<file path="src/rtl/id_ex_operand_stage_if.sv">
// id_ex_operand_stage_if: ID inputs, MEM/WB forwarding sources and ALU-side outputs of the ID/EX stage
interface id_ex_operand_stage_if #(
  parameter int DATA_WIDTH    = 32,
  parameter int OPCODE_LENGTH = 4,
  parameter int REG_ADDR      = 5
);
  logic                     stall;
  logic                     flush;
  logic                     id_valid;
  logic [REG_ADDR-1:0]      id_rs1;
  logic [REG_ADDR-1:0]      id_rs2;
  logic [REG_ADDR-1:0]      id_rd;
  logic [DATA_WIDTH-1:0]    id_rs1_data;
  logic [DATA_WIDTH-1:0]    id_rs2_data;
  logic [DATA_WIDTH-1:0]    id_imm;
  logic                     id_alu_src;
  logic [OPCODE_LENGTH-1:0] id_alu_op;
  logic                     id_reg_write;
  logic                     id_mem_read;
  logic                     id_mem_write;
  logic                     mem_reg_write;
  logic [REG_ADDR-1:0]      mem_rd;
  logic [DATA_WIDTH-1:0]    mem_result;
  logic                     wb_reg_write;
  logic [REG_ADDR-1:0]      wb_rd;
  logic [DATA_WIDTH-1:0]    wb_result;
  logic [DATA_WIDTH-1:0]    SrcA;
  logic [DATA_WIDTH-1:0]    SrcB;
  logic [OPCODE_LENGTH-1:0] Operation;
  logic [DATA_WIDTH-1:0]    ex_store_data;
  logic [REG_ADDR-1:0]      ex_rd;
  logic                     ex_valid;
  logic                     ex_reg_write;
  logic                     ex_mem_read;
  logic                     ex_mem_write;
  logic                     load_use_hazard;
  modport master (
    output stall, flush, id_valid, id_rs1, id_rs2, id_rd, id_rs1_data, id_rs2_data, id_imm,
           id_alu_src, id_alu_op, id_reg_write, id_mem_read, id_mem_write,
           mem_reg_write, mem_rd, mem_result, wb_reg_write, wb_rd, wb_result,
    input  SrcA, SrcB, Operation, ex_store_data, ex_rd, ex_valid, ex_reg_write,
           ex_mem_read, ex_mem_write, load_use_hazard
  );
  modport slave (
    input  stall, flush, id_valid, id_rs1, id_rs2, id_rd, id_rs1_data, id_rs2_data, id_imm,
           id_alu_src, id_alu_op, id_reg_write, id_mem_read, id_mem_write,
           mem_reg_write, mem_rd, mem_result, wb_reg_write, wb_rd, wb_result,
    output SrcA, SrcB, Operation, ex_store_data, ex_rd, ex_valid, ex_reg_write,
           ex_mem_read, ex_mem_write, load_use_hazard
  );
endinterface

</file>
<file path="src/rtl/id_ex_operand_stage.sv">
// id_ex_operand_stage: ID/EX pipeline register with MEM/WB operand forwarding and load-use detection
module id_ex_operand_stage #(
  parameter int DATA_WIDTH    = 32,
  parameter int OPCODE_LENGTH = 4,
  parameter int REG_ADDR      = 5
) (
  input logic            clk,
  input logic            reset,
  id_ex_operand_stage_if.slave bus
);
  typedef struct packed {
    logic                     valid;
    logic                     reg_write;
    logic                     mem_read;
    logic                     mem_write;
    logic                     alu_src;
    logic [OPCODE_LENGTH-1:0] alu_op;
    logic [REG_ADDR-1:0]      rs1;
    logic [REG_ADDR-1:0]      rs2;
    logic [REG_ADDR-1:0]      rd;
    logic [DATA_WIDTH-1:0]    rs1_data;
    logic [DATA_WIDTH-1:0]    rs2_data;
    logic [DATA_WIDTH-1:0]    imm;
  } stage_t;
  stage_t stage_q, stage_d, load;
  logic [DATA_WIDTH-1:0] fwd_a, fwd_b;
  always_comb begin
    load = '{valid:     bus.id_valid,
             reg_write: bus.id_valid & bus.id_reg_write,
             mem_read:  bus.id_valid & bus.id_mem_read,
             mem_write: bus.id_valid & bus.id_mem_write,
             alu_src:   bus.id_alu_src,
             alu_op:    bus.id_alu_op,
             rs1:       bus.id_rs1,
             rs2:       bus.id_rs2,
             rd:        bus.id_rd,
             rs1_data:  bus.id_rs1_data,
             rs2_data:  bus.id_rs2_data,
             imm:       bus.id_imm};
    stage_d = bus.flush ? '0 : bus.stall ? stage_q : load;
  end
  always_ff @(posedge clk) begin
    if (reset) stage_q <= '0;
    else stage_q <= stage_d;
  end
  // The != 0 guards keep x0 from ever picking up a forwarded value
  always_comb begin
    fwd_a = (bus.mem_reg_write && bus.mem_rd != '0 && bus.mem_rd == stage_q.rs1) ? bus.mem_result :
            (bus.wb_reg_write && bus.wb_rd != '0 && bus.wb_rd == stage_q.rs1) ? bus.wb_result :
            stage_q.rs1_data;
    fwd_b = (bus.mem_reg_write && bus.mem_rd != '0 && bus.mem_rd == stage_q.rs2) ? bus.mem_result :
            (bus.wb_reg_write && bus.wb_rd != '0 && bus.wb_rd == stage_q.rs2) ? bus.wb_result :
            stage_q.rs2_data;
  end
  assign bus.SrcA          = fwd_a;
  assign bus.SrcB          = stage_q.alu_src ? stage_q.imm : fwd_b;
  assign bus.ex_store_data = fwd_b;
  assign bus.Operation     = stage_q.alu_op;
  assign bus.ex_rd         = stage_q.rd;
  assign bus.ex_valid      = stage_q.valid;
  assign bus.ex_reg_write  = stage_q.reg_write;
  assign bus.ex_mem_read   = stage_q.mem_read;
  assign bus.ex_mem_write  = stage_q.mem_write;
  // Conservative: rs2 match counts even if the ID instruction does not read rs2
  assign bus.load_use_hazard = bus.id_valid & stage_q.valid & stage_q.mem_read & (stage_q.rd != '0) &
                               ((stage_q.rd == bus.id_rs1) | (stage_q.rd == bus.id_rs2));
endmodule

</file>
<file path="src/flat_wrapper.sv">
// flat-port wrapper written by rule: the top's interface ports become plain ports
module id_ex_operand_stage_flat 
#(
  parameter int DATA_WIDTH    = 32,
  parameter int OPCODE_LENGTH = 4,
  parameter int REG_ADDR      = 5
)
  (clk, reset, bus_stall, bus_flush, bus_id_valid, bus_id_rs1, bus_id_rs2, bus_id_rd, bus_id_rs1_data, bus_id_rs2_data, bus_id_imm, bus_id_alu_src, bus_id_alu_op, bus_id_reg_write, bus_id_mem_read, bus_id_mem_write, bus_mem_reg_write, bus_mem_rd, bus_mem_result, bus_wb_reg_write, bus_wb_rd, bus_wb_result, bus_SrcA, bus_SrcB, bus_Operation, bus_ex_store_data, bus_ex_rd, bus_ex_valid, bus_ex_reg_write, bus_ex_mem_read, bus_ex_mem_write, bus_load_use_hazard);
  id_ex_operand_stage_if #(.DATA_WIDTH(DATA_WIDTH), .OPCODE_LENGTH(OPCODE_LENGTH), .REG_ADDR(REG_ADDR)) bus_i ();
  input logic clk;
  input logic reset;
  input wire logic [$bits(bus_i.stall)-1:0] bus_stall;
  input wire logic [$bits(bus_i.flush)-1:0] bus_flush;
  input wire logic [$bits(bus_i.id_valid)-1:0] bus_id_valid;
  input wire logic [$bits(bus_i.id_rs1)-1:0] bus_id_rs1;
  input wire logic [$bits(bus_i.id_rs2)-1:0] bus_id_rs2;
  input wire logic [$bits(bus_i.id_rd)-1:0] bus_id_rd;
  input wire logic [$bits(bus_i.id_rs1_data)-1:0] bus_id_rs1_data;
  input wire logic [$bits(bus_i.id_rs2_data)-1:0] bus_id_rs2_data;
  input wire logic [$bits(bus_i.id_imm)-1:0] bus_id_imm;
  input wire logic [$bits(bus_i.id_alu_src)-1:0] bus_id_alu_src;
  input wire logic [$bits(bus_i.id_alu_op)-1:0] bus_id_alu_op;
  input wire logic [$bits(bus_i.id_reg_write)-1:0] bus_id_reg_write;
  input wire logic [$bits(bus_i.id_mem_read)-1:0] bus_id_mem_read;
  input wire logic [$bits(bus_i.id_mem_write)-1:0] bus_id_mem_write;
  input wire logic [$bits(bus_i.mem_reg_write)-1:0] bus_mem_reg_write;
  input wire logic [$bits(bus_i.mem_rd)-1:0] bus_mem_rd;
  input wire logic [$bits(bus_i.mem_result)-1:0] bus_mem_result;
  input wire logic [$bits(bus_i.wb_reg_write)-1:0] bus_wb_reg_write;
  input wire logic [$bits(bus_i.wb_rd)-1:0] bus_wb_rd;
  input wire logic [$bits(bus_i.wb_result)-1:0] bus_wb_result;
  output wire logic [$bits(bus_i.SrcA)-1:0] bus_SrcA;
  output wire logic [$bits(bus_i.SrcB)-1:0] bus_SrcB;
  output wire logic [$bits(bus_i.Operation)-1:0] bus_Operation;
  output wire logic [$bits(bus_i.ex_store_data)-1:0] bus_ex_store_data;
  output wire logic [$bits(bus_i.ex_rd)-1:0] bus_ex_rd;
  output wire logic [$bits(bus_i.ex_valid)-1:0] bus_ex_valid;
  output wire logic [$bits(bus_i.ex_reg_write)-1:0] bus_ex_reg_write;
  output wire logic [$bits(bus_i.ex_mem_read)-1:0] bus_ex_mem_read;
  output wire logic [$bits(bus_i.ex_mem_write)-1:0] bus_ex_mem_write;
  output wire logic [$bits(bus_i.load_use_hazard)-1:0] bus_load_use_hazard;
  assign bus_i.stall = bus_stall;
  assign bus_i.flush = bus_flush;
  assign bus_i.id_valid = bus_id_valid;
  assign bus_i.id_rs1 = bus_id_rs1;
  assign bus_i.id_rs2 = bus_id_rs2;
  assign bus_i.id_rd = bus_id_rd;
  assign bus_i.id_rs1_data = bus_id_rs1_data;
  assign bus_i.id_rs2_data = bus_id_rs2_data;
  assign bus_i.id_imm = bus_id_imm;
  assign bus_i.id_alu_src = bus_id_alu_src;
  assign bus_i.id_alu_op = bus_id_alu_op;
  assign bus_i.id_reg_write = bus_id_reg_write;
  assign bus_i.id_mem_read = bus_id_mem_read;
  assign bus_i.id_mem_write = bus_id_mem_write;
  assign bus_i.mem_reg_write = bus_mem_reg_write;
  assign bus_i.mem_rd = bus_mem_rd;
  assign bus_i.mem_result = bus_mem_result;
  assign bus_i.wb_reg_write = bus_wb_reg_write;
  assign bus_i.wb_rd = bus_wb_rd;
  assign bus_i.wb_result = bus_wb_result;
  assign bus_SrcA = bus_i.SrcA;
  assign bus_SrcB = bus_i.SrcB;
  assign bus_Operation = bus_i.Operation;
  assign bus_ex_store_data = bus_i.ex_store_data;
  assign bus_ex_rd = bus_i.ex_rd;
  assign bus_ex_valid = bus_i.ex_valid;
  assign bus_ex_reg_write = bus_i.ex_reg_write;
  assign bus_ex_mem_read = bus_i.ex_mem_read;
  assign bus_ex_mem_write = bus_i.ex_mem_write;
  assign bus_load_use_hazard = bus_i.load_use_hazard;
  id_ex_operand_stage #(.DATA_WIDTH(DATA_WIDTH), .OPCODE_LENGTH(OPCODE_LENGTH), .REG_ADDR(REG_ADDR)) u_core (.clk(clk), .reset(reset), .bus(bus_i));
endmodule
</file>
<file path="config.mk">
export PLATFORM = sky130hd
export DESIGN_NAME = id_ex_operand_stage_flat
export DESIGN_NICKNAME = d
export VERILOG_FILES = /design/src/rtl/id_ex_operand_stage_if.sv /design/src/rtl/id_ex_operand_stage.sv /design/src/flat_wrapper.sv
export SDC_FILE = /design/constraint.sdc
export NUM_CORES = 1
export LEC_CHECK = 0
export ABC_AREA = 1
export CORE_UTILIZATION = 40
export CTS_CLUSTER_DIAMETER = 200
export DETAILED_ROUTE_END_ITERATION = 7
export DONT_BUFFER_PORTS = 1
export SETUP_SLACK_MARGIN = 0.15
export SLEW_MARGIN = 20
export SYNTH_ARGS = -nofsm -noshare
export SYNTH_HDL_FRONTEND = slang
export SYNTH_SLANG_ARGS = --single-unit
</file>
<file path="constraint.sdc">
create_clock -name clk -period 1.8 [get_ports clk]
set_input_delay 0.36 -clock clk [delete_from_list [all_inputs] [get_ports clk]]
set_output_delay 0.36 -clock clk [all_outputs]
set_load 0.05 [all_outputs]
</file>
==> results of run 1 <==
-- registers in the layout, summed over array words and instances (netlist names) --
| signal | cells |
|---|---|
| u_core.bus.ex_mem_read | 1 |
| u_core.bus.ex_mem_write | 1 |
| u_core.bus.ex_rd | 5 |
| u_core.bus.Operation | 4 |
| u_core.stage_q | 107 |
| u_core.bus.ex_reg_write | 1 |
| u_core.bus.ex_valid | 1 |
-- cells in the mapped netlist, drive strengths merged --
cell	n
nand2	373
nand3	166
dfxtp	120
a21oi	86
inv	72
buf	50
nor2	47
clkbuf	38
a211oi	35
nand3b	33
and2	32
xnor2	14
xor2	14
nor3	4
nand4	3
o21ai	1
or2	1
-- cell type report --
type                       instances  area, um^2  area share [%]
clock buffer                      20         447            4.74
clock inverter                    11         125            1.33
inverter                          72         273            2.89
multi-input combinational        809        5180            54.9
sequential                       120        2420            25.7
tap                              220         275            2.92
timing repair buffer              53         712            7.55
-- per-layer routing --
layer  share of wire, %  up-vias
li1                   -     3475
met1                 40     3403
met2                 48      351
met3                9.5       49
met4                1.8        0
met5                  0        -
-- through the flow --
step | total power (W) | setup TNS [ns] | cell area, um^2 | utilization [%]
2_1_floorplan | 0.00401 | 0 | 7690 | -
3_3_place_gp | 0.00418 | -8.20 | 7970 | 47.4
3_5_place_dp | 0.00419 | -9.14 | 7970 | 47.4
4_1_cts | 0.00759 | -50.15 | 9040 | 53.7
5_1_grt | 0.00789 | -54.26 | 9430 | 56.1
6_report | 0.00764 | -47.42 | 9430 | 56.1
-- cell usage in the layout, fill, tap and decap left out, types with 3 or more instances in the layout --
cell,synthesis,routed
a211oi_1,35,35
a21oi_1,86,85
and2_4,0,32
buf_12,0,18
buf_4,12,25
buf_6,3,5
clkbuf_16,0,19
clkinvlp_4,0,5
dfxtp_1,120,108
dfxtp_2,0,10
inv_1,71,67
inv_2,1,3
nand2_1,371,276
nand2_2,2,28
nand2_4,0,68
nand3_1,166,68
nand3_2,0,96
nand3b_1,32,32
nand4_1,3,3
nor2_1,44,43
nor2_4,1,3
xnor2_1,14,7
xnor2_2,0,7
xor2_1,14,11
xor2_2,0,3
-- path summary, 6_finish.rpt --
| kind | start | to | slack (ns) | depth (start not counted) |
|---|---|---|---|---|
| worst min-delay path | bus_id_rs2[0] | u_core.stage_q[101] | 0.07 | 2 |
| worst max-delay path | u_core.stage_q[104] | bus_SrcB[26] | -0.52 | 11 |
| worst min register to register | u_core.stage_q[2] | u_core.stage_q[2] | 0.46 | 2 |
| worst max register to register | u_core.stage_q[104] | u_core.stage_q[104] | 0.79 | 4 |
-- worst max-delay path: cells and delay by family (launching register included) --
kind                   cells  cell delay (ns)
AND/OR/NAND/NOR            8             0.79
flip-flops                 1             0.36
buffers and inverters      3             0.37
-- power groups by stage --
stage	registers, W	logic [W]	clock network [W]
detailed placement	0.00287	0.00132	0
global placement	0.00286	0.00131	0
global route	0.00282	0.00155	0.00352
finish	0.00282	0.00146	0.00336
floorplan	0.00285	0.00116	0
CTS	0.00281	0.00139	0.00339
-- timing repair --
action | 4_1_cts | 5_1_grt
cloned | 1 | 4
pin swaps | 48 | 48
gates resized for setup | 104 | 62
setup endpoints to repair | 97 | 97
buffers inserted | 1 | 5
-- kinds of logic after synthesis --
group | count (synthesis) | share of synthesized area [%]
AND/OR/NAND/NOR | 659 | 42.1
buffers and inverters | 160 | 10.0
AO/OA/AOI/OAI | 122 | 10.0
flip-flops | 120 | 34.4
XOR/XNOR | 28 | 3.51
==> metrics.txt, run 1 <==
Clock Path Buffers 2; Highest Clock Rate 0.431 GHz; cell internal pwr 0.00525 W; crit path cell chain inv_2 -> nand2_1 -> nand2_1 -> nand3_2 -> nor2_4 -> buf_12 -> buf_8 -> nand3_1 -> nand3_2 -> nand3_2 -> nand2_4; Finished Layout Cells 1305; Post-Route Hold Slack 0.0733 ns; most frequent CP cell nand3_2; Tmin final 2.32 ns; cell count after synthesis 1089; worst skew pair latency 0.42 ns; M1 GR Usage 35.4%; # DRC 0; placer congestion estimate 0.899; skew final 0 ns; num ports 310; Die X 134 um; ratio of cells with drive above 1 in the final layout 31.9%; Post-Syn Area 6990 um^2; CP required 1.44 ns; Row Count 47; Critical Path Source Type register; Fill cells 1603; via-per-instance ratio 5.58; synth-to-layout area growth 34.9%; # hold bufs at CTS 0; Final Slew Violations 0; CTS tree built; Routed Antenna Nets 0; met2 GRT Util 47.0%; final hold vios 0; DIE HEIGHT 134 um; Rel. slew slack 61.4%; clock sinks 120; Yosys cell types 26; CP max stage delay 0.36 ns; worst-margin pin slew 0.579 ns; part of the cycle the worst path needs 129%; cell taking the most area after synthesis dfxtp_1; worst hold path type in2reg; status complete, but fails checks; CP Capture Type output pin; core area 16800 um^2; Place WS -0.167 ns; Num CTS Buffers 17; Pre-antenna DRT Iters 5; placed cells 1263; global-route usage over all layers 28.1%; GRT busiest layer met2; Reg clk slew, reported paths 0.06 ns; Initial Utilization 41.6%; Avg Cell Area, Syn 6.42 um^2; Crit-path slowest cell dfxtp_4; initial drt markers 530; Leakage 4.02 nW; Max Cap Viol 0; ANT cells 0; largest net degree at the start of global routing 157; met3 GRT Util 7.52%; P per Cell Area 810 nW/um^2; Layout Nets 1273; FF+latch count, synth 120; root buffer cell clkbuf_16; YS warnings 0; GRT Residual Overflow 0; first-pass GRT wire length 38800 um; H-tree level count 4; Synth Net Count 1289; crit path setup slack, layout -0.523 ns; register area share after synthesis 34.4%; # port buffers 0; die area 18000 um^2; Critical Path AT 1.96 ns; post-DP HPWL 17500 um; Via Count 7278; maximum VDD drop 0.000625 V; Area contributors post-synth dfxtp_1, nand2_1, nand3_1; Worst Path Max Fanout 11; Net Sw Frac 31.3%; Sw Pwr 0.00239 W; Setup violations, final 97; final WL 26400 um; routed len/inst 20.2 um; combinational share of power 19.2%; power share of the clock group 43.9%; top cell type's share of synthesized area 34.4%; WS Path Type reg2out; power share of the sequential group 36.9%; unrepaired setup endpoints after global routing yes; failing checks negative setup slack; initial antenna violation count 0; vias in the first global route 6853
Power figures use the tool's default switching activity.
==> inputs of run 2 (changes only) <==
--- a/config.mk
+++ b/config.mk
@@ -10,6 +10,7 @@
 export CTS_CLUSTER_DIAMETER = 200
 export DETAILED_ROUTE_END_ITERATION = 7
 export DONT_BUFFER_PORTS = 1
+export PLACE_DENSITY = 0.63
 export SETUP_SLACK_MARGIN = 0.15
 export SLEW_MARGIN = 20
 export SYNTH_ARGS = -nofsm -noshare
==> metrics.txt, run 2 (synthesis gave the netlist of run 1 again) <==
P per Cell Area 789 nW/um^2; final hold vios 0; root buffer cell clkbuf_16; Layout Nets 1290; post-DP HPWL 17800 um; Fill cells 1566; failing checks negative setup slack; Layout Utilization 59.8%; Clock Path Buffers 2; global-route usage over all layers 28.8%; CP Capture Type output pin; Sequential Area 2420 um^2; DIE HEIGHT 134 um; Num CTS Buffers 17; core area 16800 um^2; maximum VDD drop 0.000919 V; ratio of cells with drive above 1 in the final layout 34.9%; Rel. slew slack 64.0%; Worst Hold Depth 2; worst skew pair latency 0.41 ns; vias in the first global route 7021; die area 18000 um^2; num ports 310; via-per-instance ratio 5.58; crit path setup slack, layout -0.584 ns; Leakage 4.17 nW; largest net degree at the start of global routing 157; Pre-antenna DRT Iters 8; Critical Path Source Type register; ANT cells 0; status complete, but fails checks; Routed Antenna Nets 0; Final Slew Violations 0; clock sinks 120; # DRC 0; skew final 0 ns; placer congestion estimate 0.832; WS Path Type reg2out; # hold bufs at CTS 0; routed len/inst 20.9 um; commonest non-fill, non-tap cells in the layout nand2_1, dfxtp_1, nand3_2, a21oi_1, nand2_4; final WL 27600 um; first-pass GRT wire length 39700 um; unrepaired setup endpoints after global routing yes; Row Count 47; initial antenna violation count 0; CTS tree built; CP required 1.44 ns; Setup violations, final 97; Max Cap Viol 0; most common cell after layout, fill and taps aside nand2_1; H-tree level count 4; R2R depth 5; Via Count 7380; max FFs per register 107; Worst Path Max Fanout 8; Tmin final 2.38 ns; final total power 0.00794 W; initial drt markers 537; Die X 134 um; Critical Path AT 2.02 ns; synth-to-layout area growth 43.8%; multi-input gate area in the final layout 5530 um^2; Worst R2R Setup Slack 0.76 ns; worst hold path type in2reg; Reg clk slew, reported paths 0.06 ns; Biggest register u_core.stage_q; worst-margin pin slew 0.540 ns; Highest Clock Rate 0.419 GHz; GRT Residual Overflow 0; part of the cycle the worst path needs 132%; Initial Utilization 41.6%; # port buffers 0
run 2: changes by cell type in the layout (fill, tap and decap cells not counted), sizes merged:
cell      previous run  this run
buf                 51        66
clkbuf              22        25
clkinvlp             5         2
clkinv               4         6
bufinv               2         3
run 2: layout make-up:
class	count	share of cell area (%)
sequential	120	24.0
clock inverter	11	1.46
multi-input combinational	809	55.0
clock buffer	21	4.68
inverter	72	2.71
timing repair buffer	70	9.39
tap	220	2.74
run 2: metal layers:
metal / vias up / track usage (%) / wire [um]
li1: 3512 / - / -
met1: 3466 / 33.9 / 10500
met2: 355 / 49.4 / 13800
met3: 47 / 9.52 / 2630
met4: 0 / 9.24 / 678
met5: - / 0 / 0
run 2: through the flow:
step / TNS [ns] / worst slack (ns) / hold slack, ns / instance area, um^2 / std cells
2_1_floorplan: 0 / 0.00596 / 0.437 / 7690 / 1089
3_3_place_gp: -10.32 / -0.185 / 0.450 / 8080 / 1269
3_5_place_dp: -10.19 / -0.192 / 0.453 / 8080 / 1269
4_1_cts: -47.95 / -0.553 / 0.0365 / 9400 / 1312
5_1_grt: -60.26 / -0.684 / 0.0442 / 10100 / 1323
6_report: -51.43 / -0.584 / 0.0792 / 10100 / 1323
run 2: repair_timing:
| action | 4_1_cts | 5_1_grt |
|---|---|---|
| gates resized for setup | 141 | 89 |
| endpoints found under the setup margin | 97 | 97 |
| buffers inserted | 6 | 6 |
| pin swaps | 72 | 79 |
| gates cloned | 5 | 5 |
run 2: path summary, 6_finish.rpt:
path,from,to
worst min-delay path,bus_id_rd[3],u_core.bus.ex_rd[3]
worst max register to register,u_core.stage_q[102],u_core.stage_q[102]
worst max-delay path,u_core.stage_q[104],bus_ex_store_data[8]
worst min register to register,u_core.stage_q[54],u_core.stage_q[54]
run 2: power breakdown:
part | internal, W | total (W) | switching [W] | leakage (nW)
clock | 0.00229 | 0.00357 | 0.00128 | 0.299
sequential | 0.00275 | 0.00282 | 0.0000668 | 0.984
combinational | 0.000477 | 0.00155 | 0.00108 | 2.89
total | 0.00552 | 0.00794 | 0.00242 | 4.17
run 2: critical path, stage by stage, from the launching register on:
cell	delay [ns]
dfxtp_2	0.33
buf_4	0.14
xor2_2	0.19
nor3_4	0.24
buf_6	0.17
clkbuf_16	0.17
nand3b_1	0.12
and2_4	0.25
==> inputs of run 3 (changes only) <==
--- a/config.mk
+++ b/config.mk
@@ -6,6 +6,7 @@
 export NUM_CORES = 1
 export LEC_CHECK = 0
 export ABC_AREA = 1
+export CORE_MARGIN = 10
 export CORE_UTILIZATION = 40
 export CTS_CLUSTER_DIAMETER = 200
 export DETAILED_ROUTE_END_ITERATION = 7
==> metrics.txt, run 3 (synthesis gave the netlist of run 1 again) <==
status complete, but fails checks; failing checks negative setup slack; die area 23200 um^2; global-route usage over all layers 23.3%; Worst Hold Depth 1; Rel. slew slack 61.4%; P per Cell Area 756 nW/um^2; CP required 1.44 ns; max FFs per register 107; most frequent CP cell buf_6; Num CTS Buffers 17; Via Count 7390; synth-to-layout area growth 49.1%; unrepaired setup endpoints after global routing yes; final WL 29900 um; worst hold path type in2reg; WS Path Type reg2out; num ports 310; GRT Residual Overflow 0; Max Cap Viol 0; most common cell after layout, fill and taps aside nand2_1; worst skew pair latency 0.42 ns; first-pass GRT wire length 43500 um; crit path cell chain xnor2_2 -> nand2_2 -> buf_6 -> nor3_4 -> buf_6 -> buf_12 -> buf_16 -> nand3b_1 -> and2_4; placer congestion estimate 0.850; Placed Area 8180 um^2; Net Sw Frac 32.0%; initial antenna violation count 0; vias in the first global route 7348; Highest Clock Rate 0.416 GHz; Critical Path Source Type register; CTS tree built; Worst R2R Setup Slack 0.83 ns; clock sinks 120; r2r startpoint u_core.bus.Operation[3]; largest net degree at the start of global routing 157; core area 17200 um^2; part of the cycle the worst path needs 134%; maximum VDD drop 0.000635 V; routed len/inst 22.4 um; Sw Pwr 0.00252 W; # port buffers 0; H-tree level count 4; Biggest register u_core.stage_q; crit path setup slack, layout -0.606 ns; Initial Utilization 40.6%; Place WS -0.275 ns; ANT cells 0; power share of the sequential group 35.7%; Reg clk slew, reported paths 0.06 ns; combinational share of power 20.8%; Critical Path AT 2.05 ns; Tmin final 2.41 ns; via-per-instance ratio 5.53; Routed Antenna Nets 0; CP max stage delay 0.37 ns; Setup violations, final 97; Worst Setup SP u_core.stage_q[101]; post-route cell area 10400 um^2; CP Capture Type output pin; Clock Path Buffers 2; cell internal pwr 0.00536 W; root buffer cell clkbuf_16; initial drt markers 380; hold_sp bus_stall; ratio of cells with drive above 1 in the final layout 34.3%; Die X 152 um; Final Slew Violations 0; reg2reg end u_core.bus.Operation[3]; Worst Path Max Fanout 10; R2R depth 2; DIE HEIGHT 152 um; # DRC 0; sink of the worst hold path u_core.stage_q[85]; Fill cells 1518; post-DP HPWL 20200 um; commonest non-fill, non-tap cells in the layout nand2_1, dfxtp_1, a21oi_1; # hold bufs at CTS 0; Crit-path slowest cell dfxtp_2; final hold vios 0; power share of the clock group 43.4%; worst-margin pin slew 0.580 ns; Row Count 48; skew final 0 ns; Pre-antenna DRT Iters 5; Layout Nets 1298; final total power 0.00788 W; Leakage 4.24 nW
[run 3: changes by cell type in the layout (fill, tap and decap cells not counted), sizes merged]
cell / before / now
buf: 66 / 72
clkinvlp: 2 / 6
bufinv: 3 / 2
clkbuf: 25 / 24
clkinv: 6 / 5
inv: 72 / 73
[run 3: power groups by stage]
stage | clock network (W) | logic (W) | registers [W]
2_1_floorplan | 0 | 0.00116 | 0.00285
3_3_place_gp | 0 | 0.00136 | 0.00287
3_5_place_dp | 0 | 0.00137 | 0.00287
4_1_cts | 0.00347 | 0.00146 | 0.00281
5_1_grt | 0.00359 | 0.00174 | 0.00282
6_report | 0.00342 | 0.00164 | 0.00281
[run 3: per-stage QoR]
| stage | utilization [%] | hold WS [ns] | setup TNS, ns | cells |
|---|---|---|---|---|
| 6_report | 60.5 | 0.0731 | -51.74 | 1336 |
| 5_1_grt | 60.5 | 0.0443 | -60.34 | 1336 |
| 4_1_cts | 53.9 | 0.0315 | -53.43 | 1322 |
| 3_5_place_dp | 47.5 | 0.452 | -14.45 | 1282 |
| 3_3_place_gp | 47.5 | 0.449 | -12.85 | 1282 |
| 2_1_floorplan | - | 0.437 | 0 | 1089 |
[run 3: worst max path at each step]
stage / endpoint / slack [ns]
floorplan: bus_SrcB[11] / 0.006
global placement: bus_ex_store_data[31] / -0.24
detailed placement: bus_ex_store_data[31] / -0.28
CTS: bus_ex_store_data[2] / -0.61
global route: bus_ex_store_data[13] / -0.70
finish: bus_ex_store_data[16] / -0.61
[run 3: what timing repair did]
item | 4_1_cts | 5_1_grt
buffers inserted | 6 | 6
pin swaps | 64 | 42
setup endpoints to repair | 97 | 97
resized for setup | 87 | 169
gates cloned | 2 | 8
[run 3: area by class of cell]
cell class | instances | area [um^2] | area share [%]
timing repair buffer | 78 | 1080 | 10.4
sequential | 120 | 2420 | 23.2
multi-input combinational | 809 | 5780 | 55.4
inverter | 72 | 275 | 2.64
clock inverter | 14 | 150 | 1.44
tap | 225 | 282 | 2.70
clock buffer | 18 | 439 | 4.21
[run 3: routing by layer]
layer / vias up / part of all wire (%) / global-route usage [%]
met3: 43 / 9.3 / 9.06
met5: - / 0 / 0
met2: 358 / 50 / 39.1
li1: 3532 / - / -
met1: 3457 / 39 / 27.1
met4: 0 / 2.1 / 6.24
[run 3: critical path, delay by kind of cell (launching register included)]
family        cells  cell delay (ns)
simple gates      4             0.57
buf+inv           4             0.55
xor+xnor          1             0.12
flops             1             0.37
==> RTL edit (config.mk and constraints of run 3) <==
`OPCODE_LENGTH` is set to 4 in 3 places; all go to 8.
--- a/src/rtl/id_ex_operand_stage_if.sv
+++ b/src/rtl/id_ex_operand_stage_if.sv
@@ -1,7 +1,7 @@
 // id_ex_operand_stage_if: ID inputs, MEM/WB forwarding sources and ALU-side outputs of the ID/EX stage
 interface id_ex_operand_stage_if #(
   parameter int DATA_WIDTH    = 32,
-  parameter int OPCODE_LENGTH = 4,
+  parameter int OPCODE_LENGTH = 8,
   parameter int REG_ADDR      = 5
 );
   logic                     stall;
--- a/src/rtl/id_ex_operand_stage.sv
+++ b/src/rtl/id_ex_operand_stage.sv
@@ -1,7 +1,7 @@
 // id_ex_operand_stage: ID/EX pipeline register with MEM/WB operand forwarding and load-use detection
 module id_ex_operand_stage #(
   parameter int DATA_WIDTH    = 32,
-  parameter int OPCODE_LENGTH = 4,
+  parameter int OPCODE_LENGTH = 8,
   parameter int REG_ADDR      = 5
 ) (
   input logic            clk,
--- a/src/flat_wrapper.sv
+++ b/src/flat_wrapper.sv
@@ -2,7 +2,7 @@
 module id_ex_operand_stage_flat 
 #(
   parameter int DATA_WIDTH    = 32,
-  parameter int OPCODE_LENGTH = 4,
+  parameter int OPCODE_LENGTH = 8,
   parameter int REG_ADDR      = 5
 )
   (clk, reset, bus_stall, bus_flush, bus_id_valid, bus_id_rs1, bus_id_rs2, bus_id_rd, bus_id_rs1_data, bus_id_rs2_data, bus_id_imm, bus_id_alu_src, bus_id_alu_op, bus_id_reg_write, bus_id_mem_read, bus_id_mem_write, bus_mem_reg_write, bus_mem_rd, bus_mem_result, bus_wb_reg_write, bus_wb_rd, bus_wb_result, bus_SrcA, bus_SrcB, bus_Operation, bus_ex_store_data, bus_ex_rd, bus_ex_valid, bus_ex_reg_write, bus_ex_mem_read, bus_ex_mem_write, bus_load_use_hazard);
Ports: changed (resized bus_Operation and bus_id_alu_op); port bits go from 310 to 318. No check against the original RTL was run, so the function may have changed too.
==> RTL edit against run 3 <==
The flow still finishes with violations (setup timing). Total power increased by 4.7%. Critical endpoint is now bus_SrcB[21]. Non-clock buffer count is 9 lower. Count of clock-buffer cells in the layout up 2. Routed wire length shrank 0.64%. Sequential cell count rose by 4. Global-route usage up 0.27 points. Core utilization decreased by 2.8 points. Design area is 3.6% lower. Synthesized area increased by 2.5%. Largest power group unchanged. Worst setup slack lost 0.027 ns.
==> RTL edit: results (changes against run 3) <==
cells_and_area:
  largest-register: "u_core.stage_q"
  largest_register_ffs: 107  # unchanged
  drive_gt1_share_pct: 31.9  # -2.4 points
  finalNetCount: 1309  # +0.85%
  fillerInstances: 1638  # +7.9%
  diodes: 0  # unchanged
logic_synthesis:
  synth_area_leaders: "dfxtp_1 (35%), nand2_1 (20%), nand3_1 (12%)"
  ys_top_cells_by_count: "nand2_1 (379), nand3_1 (166), dfxtp_1 (124), a21oi_1 (90), inv_1 (70)"
  async_flop_share_pct: 0  # unchanged
  ys_seq_area_share_pct: 34.6  # +0.30 points
  synthesis.nets: 1315  # +2.0%
  syn_avg_cell_area_sq_um: 6.45  # +0.42%
power:
  p_leak_nw: 4.21  # -0.62%
  ir_worst_vdd_uv: 652  # +2.7%
drt:
  drt_first_pass_iters: 5  # unchanged
  drt_iter0_drc: 475  # +25%
  totalWireLength_mm: 29.7  # -0.64%
  wire_per_inst_microns: 22.1  # -1.1%
  vias: 7392  # +0.027%
global_routing:
  grt_pass1_wl_mm: 44.2  # +1.8%
  grt_start_max_net_pins: 161  # +2.5%
  groute.usage.overall_pct: 23.6  # +0.27 points
  grt_pass1_vias: 7407  # +0.80%
  antenna_found_initial: 0  # unchanged
clock_tree:
  cts.clk_slew.worst_paths_ns: 0.06  # about the same
  cts_root_buffer: "clkbuf_16"
  htree_levels: 4  # unchanged
place:
  post-place-ws_ns: -0.205  # +0.0698 ns
  gp_congestion: 0.832  # -2.2%
  io_buffers: 0  # unchanged
  hpwl_mm: 21.0  # +3.7%
sta:
  drv_slew: 0  # unchanged
  setup-violations-final: 97  # unchanged
  tightest_slew_ns: 0.537  # -0.0429 ns
  skew_ns: 0  # unchanged
  worst_slack_ns: -0.632  # -0.0266 ns
run_status:
  violations: "setup timing"
  status: "finished with violations"
worst_setup_path:
  crit_path_top_delay_cell: "dfxtp_4"
  crit_fanout: 6  # -4
  crit_arrival_ns: 2.07  # +0.02 ns
  critPathMaxStageDelay_ns: 0.35  # -0.02 ns
## RTL edit: cell types whose count changed in the layout (fill, tap and decap cells not counted), sizes merged
cell / run 3 / this run
a21oi: 86 / 90
buf: 72 / 67
bufinv: 2 / 5
clkbuf: 24 / 22
clkinv: 5 / 4
clkinvlp: 6 / 2
dfxtp: 120 / 124
inv: 73 / 72
nand2: 373 / 381
## RTL edit: stage by stage
| stage | hold WS [ns] | instance area (sq um) | util, % | setup TNS, ns |
|---|---|---|---|---|
| 2_1_floorplan | 0.437 | 7870 | - | 0 |
| 3_3_place_gp | 0.446 | 8270 | 47.5 | -10.76 |
| 3_5_place_dp | 0.453 | 8270 | 47.5 | -11.66 |
| 4_1_cts | 0.0288 | 9680 | 55.6 | -52.28 |
| 5_1_grt | 0.0339 | 10000 | 57.7 | -61.88 |
| 6_report | 0.0509 | 10000 | 57.7 | -53.06 |
## RTL edit: cell families (layout without fill, tap and decap cells)
group / after synthesis / in the layout / share of synthesized area (%)
buffers and inverters: 166 / 172 / 10.3
and+or+nand+nor: 667 / 667 / 41.5
DFF: 124 / 124 / 34.6
AOI/OAI and AO/OA: 126 / 126 / 10.1
xor gates and xnor gates: 28 / 28 / 3.42
## RTL edit: metal layers
layer	routed length, microns	track usage, %	up-vias
met1	11500	27.9	3457
met2	14600	38.8	349
met4	453	6.34	0
met5	0	0	-
met3	3070	9.34	30
li1	-	-	3556
## RTL edit: final cells by class
class / count / area share [%]
inverters: 72 / 2.69
multi-input cells: 821 / 53.8
well taps: 225 / 2.80
clock buffers: 20 / 4.44
flip-flops and latches: 124 / 24.9
clock inverters: 11 / 1.92
repair buffers: 69 / 9.38
## RTL edit: worst paths after layout
kind	start	end	slack (ns)	cells after the start
worst min-delay path	bus_stall	u_core.stage_q[86]	0.05	1
worst min register to register	u_core.stage_q[49]	u_core.stage_q[49]	0.46	2
worst max-delay path	u_core.stage_q[102]	bus_SrcB[21]	-0.63	8
worst max register to register	u_core.bus.Operation[3]	u_core.bus.Operation[3]	0.81	2
## RTL edit: worst max-delay path, delay by kind of cell (launching register included)
kind,cells,cell delay [ns]
AND/OR/NAND/NOR,6,0.87
buffers and inverters,1,0.21
XOR/XNOR,1,0.21
flip-flops,1,0.35
## RTL edit: where the power goes
| group | switching [mW] | total, mW | leakage, nW | internal [mW] |
|---|---|---|---|---|
| Sequential | 0.0774 | 2.92 | 1.02 | 2.84 |
| Combinational | 1.08 | 1.54 | 2.89 | 0.467 |
| Clock | 1.31 | 3.79 | 0.306 | 2.49 |
| Total | 2.46 | 8.25 | 4.21 | 5.79 |
## RTL edit: timing repair
action / in CTS / in global routing
resized for setup: 126 / 56
setup endpoints to repair: 97 / 97
gates cloned: 3 / 2
pin swaps: 59 / 55
setup buffers: 12 / 1
